### src/rtl/vslide_pkg.sv
// Shared types and sizing for the vSlide command sequencer.
package vslide_pkg;

   localparam int DATA_WIDTH = 64;
   localparam int ADDR_WIDTH = 32;
   localparam int SEW_WIDTH  = 2;
   localparam int BE_WIDTH   = DATA_WIDTH / 8;
   localparam int VL_WIDTH   = 16;
   localparam int PIPE_LAT   = 6;
   localparam int CNT_WIDTH  = VL_WIDTH + 3;

   typedef enum logic [1:0] {
      IDLE  = 2'd0,
      READ  = 2'd1,
      DRAIN = 2'd2,
      DONE  = 2'd3
   } state_t;

   localparam logic DIR_UP   = 1'b0;
   localparam logic DIR_DOWN = 1'b1;

   typedef enum logic [SEW_WIDTH-1:0] {
      SEW_8  = 2'd0,
      SEW_16 = 2'd1,
      SEW_32 = 2'd2,
      SEW_64 = 2'd3
   } sew_t;

   typedef struct packed {
      logic                  dir;
      logic                  insert;
      logic [SEW_WIDTH-1:0]  sew;
      logic [ADDR_WIDTH-1:0] src;
      logic [ADDR_WIDTH-1:0] dst;
      logic [DATA_WIDTH-1:0] scalar;
   } cmd_t;

endpackage

### src/rtl/vslide_if.sv
// Command, source-read and vSlide-feed signals of the slide sequencer.
interface vslide_if;
   import vslide_pkg::*;

   logic                  req_valid;
   logic                  req_ready;
   logic                  req_dir;
   logic                  req_insert;
   logic [SEW_WIDTH-1:0]  req_sew;
   logic [VL_WIDTH-1:0]   req_vl;
   logic [ADDR_WIDTH-1:0] req_src;
   logic [ADDR_WIDTH-1:0] req_dst;
   logic [DATA_WIDTH-1:0] req_scalar;

   logic                  rd_en;
   logic [ADDR_WIDTH-1:0] rd_addr;
   logic [DATA_WIDTH-1:0] rd_data;

   logic                  slide_valid;
   logic [DATA_WIDTH-1:0] slide_vec0;
   logic [DATA_WIDTH-1:0] slide_vec1;
   logic [SEW_WIDTH-1:0]  slide_sew;
   logic                  slide_opsel;
   logic                  slide_insert;
   logic                  slide_start;
   logic                  slide_end;
   logic [ADDR_WIDTH-1:0] slide_addr;
   logic [BE_WIDTH-1:0]   slide_be;

   logic                  busy;
   logic                  done;

   modport slave (
      input  req_valid, req_dir, req_insert, req_sew, req_vl, req_src, req_dst, req_scalar,
      output req_ready,
      output rd_en, rd_addr,
      input  rd_data,
      output slide_valid, slide_vec0, slide_vec1, slide_sew, slide_opsel, slide_insert,
      output slide_start, slide_end, slide_addr, slide_be,
      output busy, done
   );

   modport master (
      output req_valid, req_dir, req_insert, req_sew, req_vl, req_src, req_dst, req_scalar,
      input  req_ready,
      input  rd_en, rd_addr,
      output rd_data,
      input  slide_valid, slide_vec0, slide_vec1, slide_sew, slide_opsel, slide_insert,
      input  slide_start, slide_end, slide_addr, slide_be,
      input  busy, done
   );

endinterface

### src/rtl/vslide_be_gen.sv
// Chunk count and final-chunk byte enables for a vl/sew pair.
module vslide_be_gen
   import vslide_pkg::*;
(
   input  logic [VL_WIDTH-1:0]  vl,
   input  logic [SEW_WIDTH-1:0] sew,
   output logic [CNT_WIDTH-1:0] nchunk,
   output logic [BE_WIDTH-1:0]  last_be
);

   logic [CNT_WIDTH-1:0] bytes;

   // CNT_WIDTH holds vl*8+7, so the rounding add cannot wrap.
   always_comb begin
      bytes  = CNT_WIDTH'(vl) << sew;
      nchunk = (bytes + CNT_WIDTH'(7)) >> 3;
      if (bytes[2:0] == 3'd0) begin
         last_be = '1;
      end else begin
         last_be = ~(8'hFF << bytes[2:0]);
      end
   end

endmodule

### src/rtl/vslide_seq.sv
// Slide command sequencer: reads source chunks, feeds vSlide with sideband, waits out its pipeline.
//   state | meaning
//   IDLE  | ready for a command
//   READ  | one source read per cycle, chunk k = 0..nchunk-1
//   DRAIN | last beat in flight through vSlide
//   DONE  | done pulse, back to IDLE next cycle
module vslide_seq
   import vslide_pkg::*;
#(
   parameter int PIPE_LAT_P = PIPE_LAT
) (
   input logic     clk,
   input logic     rst,
   vslide_if.slave bus
);

   state_t                state_q, state_d;
   cmd_t                  cmd_q;
   logic [CNT_WIDTH-1:0]  nchunk_w, nchunk_q, k_q;
   logic [BE_WIDTH-1:0]   last_be_w, last_be_q;
   logic [7:0]            drain_q;
   logic                  accept, last_k;
   logic                  rd_en, req_ready, busy, done;
   logic                  sv_q, start_q, end_q;
   logic [ADDR_WIDTH-1:0] addr_q;
   logic [BE_WIDTH-1:0]   be_q;

   vslide_be_gen u_be_gen (
      .vl      (bus.req_vl),
      .sew     (bus.req_sew),
      .nchunk  (nchunk_w),
      .last_be (last_be_w)
   );

   assign accept = (state_q == IDLE) && bus.req_valid;
   assign last_k = (k_q == nchunk_q - CNT_WIDTH'(1));

   always_comb begin
      state_d   = state_q;
      rd_en     = 1'b0;
      req_ready = 1'b0;
      busy      = 1'b1;
      done      = 1'b0;
      case (state_q)
         IDLE: begin
            req_ready = 1'b1;
            busy      = 1'b0;
            if (bus.req_valid) begin
               state_d = (nchunk_w == '0) ? DONE : READ;
            end
         end
         READ: begin
            rd_en = 1'b1;
            if (last_k) state_d = DRAIN;
         end
         DRAIN: begin
            if (drain_q == 8'd0) state_d = DONE;
         end
         DONE: begin
            done    = 1'b1;
            state_d = IDLE;
         end
         default: state_d = IDLE;
      endcase
   end

   always_ff @(posedge clk) begin
      if (rst) begin
         state_q   <= IDLE;
         cmd_q     <= '0;
         nchunk_q  <= '0;
         last_be_q <= '0;
         k_q       <= '0;
         drain_q   <= '0;
         sv_q      <= 1'b0;
         start_q   <= 1'b0;
         end_q     <= 1'b0;
         addr_q    <= '0;
         be_q      <= '0;
      end else begin
         state_q <= state_d;
         if (accept) begin
            cmd_q     <= '{dir: bus.req_dir, insert: bus.req_insert, sew: bus.req_sew,
                           src: bus.req_src, dst: bus.req_dst, scalar: bus.req_scalar};
            nchunk_q  <= nchunk_w;
            last_be_q <= last_be_w;
            k_q       <= '0;
         end else if (state_q == READ) begin
            k_q <= k_q + CNT_WIDTH'(1);
         end
         // DRAIN counts the remaining vSlide stages after the last beat is presented.
         if (state_q == READ && state_d == DRAIN) begin
            drain_q <= 8'(PIPE_LAT_P - 1);
         end else if (state_q == DRAIN) begin
            drain_q <= drain_q - 8'd1;
         end
         sv_q    <= rd_en;
         start_q <= rd_en && (k_q == '0);
         end_q   <= rd_en && last_k;
         addr_q  <= rd_en ? cmd_q.dst + ADDR_WIDTH'(k_q) : '0;
         be_q    <= rd_en ? (last_k ? last_be_q : '1) : '0;
      end
   end

   assign bus.req_ready    = req_ready;
   assign bus.busy         = busy;
   assign bus.done         = done;
   assign bus.rd_en        = rd_en;
   assign bus.rd_addr      = rd_en ? cmd_q.src + ADDR_WIDTH'(k_q) : '0;
   assign bus.slide_valid  = sv_q;
   assign bus.slide_vec0   = sv_q ? bus.rd_data : '0;
   assign bus.slide_vec1   = cmd_q.scalar;
   assign bus.slide_sew    = cmd_q.sew;
   assign bus.slide_opsel  = cmd_q.dir;
   assign bus.slide_insert = cmd_q.insert;
   assign bus.slide_start  = start_q;
   assign bus.slide_end    = end_q;
   assign bus.slide_addr   = addr_q;
   assign bus.slide_be     = be_q;

endmodule

### src/flat_wrapper.sv
// flat-port wrapper written by rule: the top's interface ports become plain ports
module vslide_seq_flat import vslide_pkg::*;
#(
   parameter int PIPE_LAT_P = PIPE_LAT
)
  (clk, rst, bus_req_valid, bus_req_dir, bus_req_insert, bus_req_sew, bus_req_vl, bus_req_src, bus_req_dst, bus_req_scalar, bus_req_ready, bus_rd_en, bus_rd_addr, bus_rd_data, bus_slide_valid, bus_slide_vec0, bus_slide_vec1, bus_slide_sew, bus_slide_opsel, bus_slide_insert, bus_slide_start, bus_slide_end, bus_slide_addr, bus_slide_be, bus_busy, bus_done);
  vslide_if bus_i ();
  input logic clk;
  input logic rst;
  input wire logic [$bits(bus_i.req_valid)-1:0] bus_req_valid;
  input wire logic [$bits(bus_i.req_dir)-1:0] bus_req_dir;
  input wire logic [$bits(bus_i.req_insert)-1:0] bus_req_insert;
  input wire logic [$bits(bus_i.req_sew)-1:0] bus_req_sew;
  input wire logic [$bits(bus_i.req_vl)-1:0] bus_req_vl;
  input wire logic [$bits(bus_i.req_src)-1:0] bus_req_src;
  input wire logic [$bits(bus_i.req_dst)-1:0] bus_req_dst;
  input wire logic [$bits(bus_i.req_scalar)-1:0] bus_req_scalar;
  output wire logic [$bits(bus_i.req_ready)-1:0] bus_req_ready;
  output wire logic [$bits(bus_i.rd_en)-1:0] bus_rd_en;
  output wire logic [$bits(bus_i.rd_addr)-1:0] bus_rd_addr;
  input wire logic [$bits(bus_i.rd_data)-1:0] bus_rd_data;
  output wire logic [$bits(bus_i.slide_valid)-1:0] bus_slide_valid;
  output wire logic [$bits(bus_i.slide_vec0)-1:0] bus_slide_vec0;
  output wire logic [$bits(bus_i.slide_vec1)-1:0] bus_slide_vec1;
  output wire logic [$bits(bus_i.slide_sew)-1:0] bus_slide_sew;
  output wire logic [$bits(bus_i.slide_opsel)-1:0] bus_slide_opsel;
  output wire logic [$bits(bus_i.slide_insert)-1:0] bus_slide_insert;
  output wire logic [$bits(bus_i.slide_start)-1:0] bus_slide_start;
  output wire logic [$bits(bus_i.slide_end)-1:0] bus_slide_end;
  output wire logic [$bits(bus_i.slide_addr)-1:0] bus_slide_addr;
  output wire logic [$bits(bus_i.slide_be)-1:0] bus_slide_be;
  output wire logic [$bits(bus_i.busy)-1:0] bus_busy;
  output wire logic [$bits(bus_i.done)-1:0] bus_done;
  assign bus_i.req_valid = bus_req_valid;
  assign bus_i.req_dir = bus_req_dir;
  assign bus_i.req_insert = bus_req_insert;
  assign bus_i.req_sew = bus_req_sew;
  assign bus_i.req_vl = bus_req_vl;
  assign bus_i.req_src = bus_req_src;
  assign bus_i.req_dst = bus_req_dst;
  assign bus_i.req_scalar = bus_req_scalar;
  assign bus_req_ready = bus_i.req_ready;
  assign bus_rd_en = bus_i.rd_en;
  assign bus_rd_addr = bus_i.rd_addr;
  assign bus_i.rd_data = bus_rd_data;
  assign bus_slide_valid = bus_i.slide_valid;
  assign bus_slide_vec0 = bus_i.slide_vec0;
  assign bus_slide_vec1 = bus_i.slide_vec1;
  assign bus_slide_sew = bus_i.slide_sew;
  assign bus_slide_opsel = bus_i.slide_opsel;
  assign bus_slide_insert = bus_i.slide_insert;
  assign bus_slide_start = bus_i.slide_start;
  assign bus_slide_end = bus_i.slide_end;
  assign bus_slide_addr = bus_i.slide_addr;
  assign bus_slide_be = bus_i.slide_be;
  assign bus_busy = bus_i.busy;
  assign bus_done = bus_i.done;
  vslide_seq #(.PIPE_LAT_P(PIPE_LAT_P)) u_core (.clk(clk), .rst(rst), .bus(bus_i));
endmodule
### config.mk
export PLATFORM = sky130hd
export DESIGN_NAME = vslide_seq_flat
export DESIGN_NICKNAME = d
export VERILOG_FILES = /design/src/rtl/vslide_pkg.sv /design/src/rtl/vslide_if.sv /design/src/rtl/vslide_be_gen.sv /design/src/rtl/vslide_seq.sv /design/src/flat_wrapper.sv
export SDC_FILE = /design/constraint.sdc
export NUM_CORES = 1
export LEC_CHECK = 0
export BUFFER_PORTS_ARGS = -buffer_cell sky130_fd_sc_hd__buf_2
export CORE_MARGIN = 10
export CORE_UTILIZATION = 40
export DETAILED_ROUTE_END_ITERATION = 6
export GPL_ROUTABILITY_DRIVEN = 0
export PLACE_DENSITY = 0.77
export SETUP_SLACK_MARGIN = 0.2
export SYNTH_ARGS = -nofsm -noshare
export SYNTH_HDL_FRONTEND = slang
export SYNTH_SLANG_ARGS = --single-unit
### constraint.sdc
create_clock -name clk -period 3.39 [get_ports clk]
set_input_delay 0.678 -clock clk [delete_from_list [all_inputs] [get_ports clk]]
set_output_delay 0.678 -clock clk [all_outputs]
set_load 0.05 [all_outputs]
==> out/results.ini <==
[logic_synthesis]
synth-seq-cells = 228
ys_types = 68
post_synth_instance_area_sq_mm = 0.0127
synth_enable_flop_cells = 0
asyncSetResetFlopFracSynth_pct = 0
largest_cells_by_area_after_synthesis = sky130_fd_sc_hd__dfxtp_1, sky130_fd_sc_hd__nand2_1, sky130_fd_sc_hd__a21oi_1
synth_top_cell_by_area = sky130_fd_sc_hd__dfxtp_1
post-synth-top-count-cell = sky130_fd_sc_hd__nand2_1
ys_warnings = 0
syn_area_per_cell_sq_um = 7.79
synth_flop_cell = sky130_fd_sc_hd__dfxtp_1
synthesis.instances = 1634
mappedNetlistNets = 1896
yosys.area.top_type_share_pct = 35.8
synth_seq_area_share_pct = 35.8
synth.top_cells.by_count = sky130_fd_sc_hd__nand2_1, sky130_fd_sc_hd__dfxtp_1, sky130_fd_sc_hd__a21oi_1

[die]
top_level_ports = 426
fp.dieW_um = 198
die_h_um = 198
die_area_sq_mm = 0.0394
floorplan.core_area_sq_mm = 0.0315
std_cell_rows = 65
floorplan.initialDensity_pct = 40.5

[route]
detail_route.wl_per_cell_um = 18.7
via_count = 13000
route.detailed.drc = 0
drt_pass1_iterations = 6
finalWirelength_um = 44900
post_drt_via_cell_ratio = 5.40
ant_nets = 0
dr.first_iter.drc_count = 898

[timing]
fin_skew_ns = 0.0192
finalSetupTns_ns = -7.35
report.final.slew_viol_count = 0
setup_viol_count_final = 26
rsz0062_at_grt = yes
count_of_endpoints_failing_hold_in_the_final_timing_report = 0
min_period_ns = 3.83
worst_pin_slew_ns = 0.824
relSlewSlack_pct = 44.6
finalCritPeriodShare_pct = 113
post-route-worst-setup-slack_ns = -0.437
maximum_frequency_from_static_timing_analysis_mhz = 261

[worst_hold_path]
worst_hold_path.num_cells = 3
timing.hold.worst.class = in -> reg
endpoint_of_the_worst_hold_path = u_core.cmd_q[123]
hold_path_startpoint = bus_req_src[27]

[critical_path]
reg2reg_to = u_core.bus.slide_addr[29]
critical_path.max_fanout = 6
worst_ep_arrival_time_ns = 3.15
regToRegStartpoint = u_core.k_q[6]
start_kind = flop
critical_path_required_ns = 2.71
r2r_setup_slack_ns = 0.34
kind_of_capture_point_of_the_worst_setup_path = output port
timing_worst_setup_path_type = reg -> out
rr_worst_depth = 9

[global_route]
grt_start_max_net_pins = 163
grt-ovfl-total = 0
grt_pass1_wl_um = 67300
antenna_found_initial = 4
vias_in_the_first_global_route = 12500
grt_use_total_pct = 20.9

[power]
vdd.ir_drop.worst_uv = 352
pwr_density_cell_mw_per_mm2 = 454
power.static_leakage_nw = 7.52
design_power_total_w = 0.00750

[placed_design]
dp_worst_setup_slack_ns = 0.000617
placed_cell_area_sq_mm = 0.0150
place.detailed.hpwl_um = 33100
dp.cells = 2338
io_buffers = 425

[clock_tree]
clk_root_buffer_cell = sky130_fd_sc_hd__clkbuf_16
cts_hold_repair.buffers = 0
insertion_delay_ns = 0.55
cts-root-to-sink-buffers = 3
cts_inserted_buffers = 27
clock_tree_from_tritoncts = yes
cts.reportedPaths.clkPinSlew_ns = 0.06
count_of_clock_tree_sinks = 228
ctsHtreeMaxLevel = 1

[run_status]
run_status = complete, but fails checks
violated_checks = setup timing

[cells_and_area]
design_area_sq_mm = 0.0165
num-nets-final = 2249
final_layout_size_suffix_gt1_share_pct = 30.9
stdcell_count = 2409
synthToLayoutAreaGrowth_pct = 29.8

[flow_run]
drv_cap = 0

==> metrics by stage <==
stage | hold WS, ns | utilization, %
floorplan | 0.435 | -
global placement | 0.439 | 47.7
detailed placement | 0.443 | 47.7
CTS | 0.347 | 51.9
global route | 0.362 | 52.5
finish | 0.373 | 52.5
==> area by class of cell <==
type | instances | area [sq um]
clock inverter | 6 | 109
inverter | 30 | 113
antenna | 3 | 7.51
timing repair buffer | 485 | 2790
multi-input combinational | 1215 | 7650
sequential | 228 | 4580
clock buffer | 40 | 774
fill | 2942 | 15000
tap | 402 | 503
==> power by group <==
part / leakage (nW) / total, W / internal, W / switching [W]
clock network: 0.433 / 0.00292 / 0.00179 / 0.00113
logic: 5.22 / 0.00162 / 0.000510 / 0.00111
registers: 1.87 / 0.00296 / 0.00284 / 0.000120
==> repair_timing <==
| item | 4_1_cts | 5_1_grt |
|---|---|---|
| setup buffers | 11 | 10 |
| gates resized for setup | 96 | 29 |
| pin swaps | 25 | 19 |
| gates cloned | 1 | 0 |
| endpoints found under the setup margin | 27 | 41 |
==> metal layers <==
layer  global-route usage (%)  routed length, um  vias up
met4                     8.59               1730        0
met3                     5.66               3970      117
met5                        0                  0        -
met1                     23.2              17200     6040
li1                         -                  -     6285
met2                     37.0              22000      574
==> worst max-delay path, cell delays in order, from the launching register on <==
cell and delay (ns):
sky130_fd_sc_hd__dfxtp_2 0.34, sky130_fd_sc_hd__ha_4 0.16, sky130_fd_sc_hd__fa_2 0.34, sky130_fd_sc_hd__a211oi_2 0.23, sky130_fd_sc_hd__nor2_2 0.09, sky130_fd_sc_hd__o31a_1 0.28, sky130_fd_sc_hd__a21o_1 0.21, sky130_fd_sc_hd__o41ai_4 0.32
sky130_fd_sc_hd__buf_6 0.21, sky130_fd_sc_hd__nor3_2 0.06, sky130_fd_sc_hd__o21a_4 0.22, sky130_fd_sc_hd__buf_8 0.14
==> worst max path at each step <==
stage             startpoint               to  slack, ns
2_1_floorplan  u_core.k_q[0]  bus_rd_addr[24]       0.11
3_3_place_gp   u_core.k_q[0]  bus_rd_addr[24]       0.05
3_5_place_dp   u_core.k_q[0]  bus_rd_addr[24]     0.0006
4_1_cts        u_core.k_q[0]  bus_rd_addr[22]      -0.40
5_1_grt        u_core.k_q[1]  bus_rd_addr[13]      -0.51
6_report       u_core.k_q[0]  bus_rd_addr[22]      -0.44
==> registers in the layout, summed over array words and instances (netlist names) <==
signal                   cells
u_core.bus.slide_sew         2
u_core.bus.slide_be          8
u_core.bus.slide_insert      1
u_core.bus.slide_start       1
u_core.drain_q               8
u_core.k_q                  19
u_core.state_q               2
u_core.bus.slide_valid       1
u_core.bus.slide_end         1
u_core.last_be_q             8
u_core.nchunk_q             16
u_core.bus.slide_addr       32
u_core.bus.slide_opsel       1
u_core.bus.slide_vec1       64
u_core.cmd_q                64
==> placed cells by master (no fill, tap or decap), types with 16 or more instances in the layout <==
cell type and n:
sky130_fd_sc_hd__buf_4 57, sky130_fd_sc_hd__inv_1 28, sky130_fd_sc_hd__o21a_1 20, sky130_fd_sc_hd__nor2_1 98, sky130_fd_sc_hd__nand2_1 328, sky130_fd_sc_hd__a21oi_1 175
sky130_fd_sc_hd__nand3_1 29, sky130_fd_sc_hd__nor3_1 29, sky130_fd_sc_hd__xnor2_1 35, sky130_fd_sc_hd__or3_1 16, sky130_fd_sc_hd__a211oi_1 19, sky130_fd_sc_hd__buf_2 397
sky130_fd_sc_hd__xor2_1 38, sky130_fd_sc_hd__buf_6 27, sky130_fd_sc_hd__o21ai_0 31, sky130_fd_sc_hd__ha_1 40, sky130_fd_sc_hd__dfxtp_1 221, sky130_fd_sc_hd__and3_1 23
sky130_fd_sc_hd__clkbuf_16 27, sky130_fd_sc_hd__and2_1 73
==> logic make-up after synthesis <==
kind of cell / after synthesis / share of synthesized area, %
AOI/OAI and AO/OA: 367 / 17.6
xor gates and xnor gates: 75 / 5.16
adders and majority gates: 47 / 4.74
buffers and inverters: 191 / 7.72
DFF: 228 / 35.8
muxes: 28 / 3.05
and+or+nand+nor: 698 / 25.9
Power figures use the tool's default switching activity.
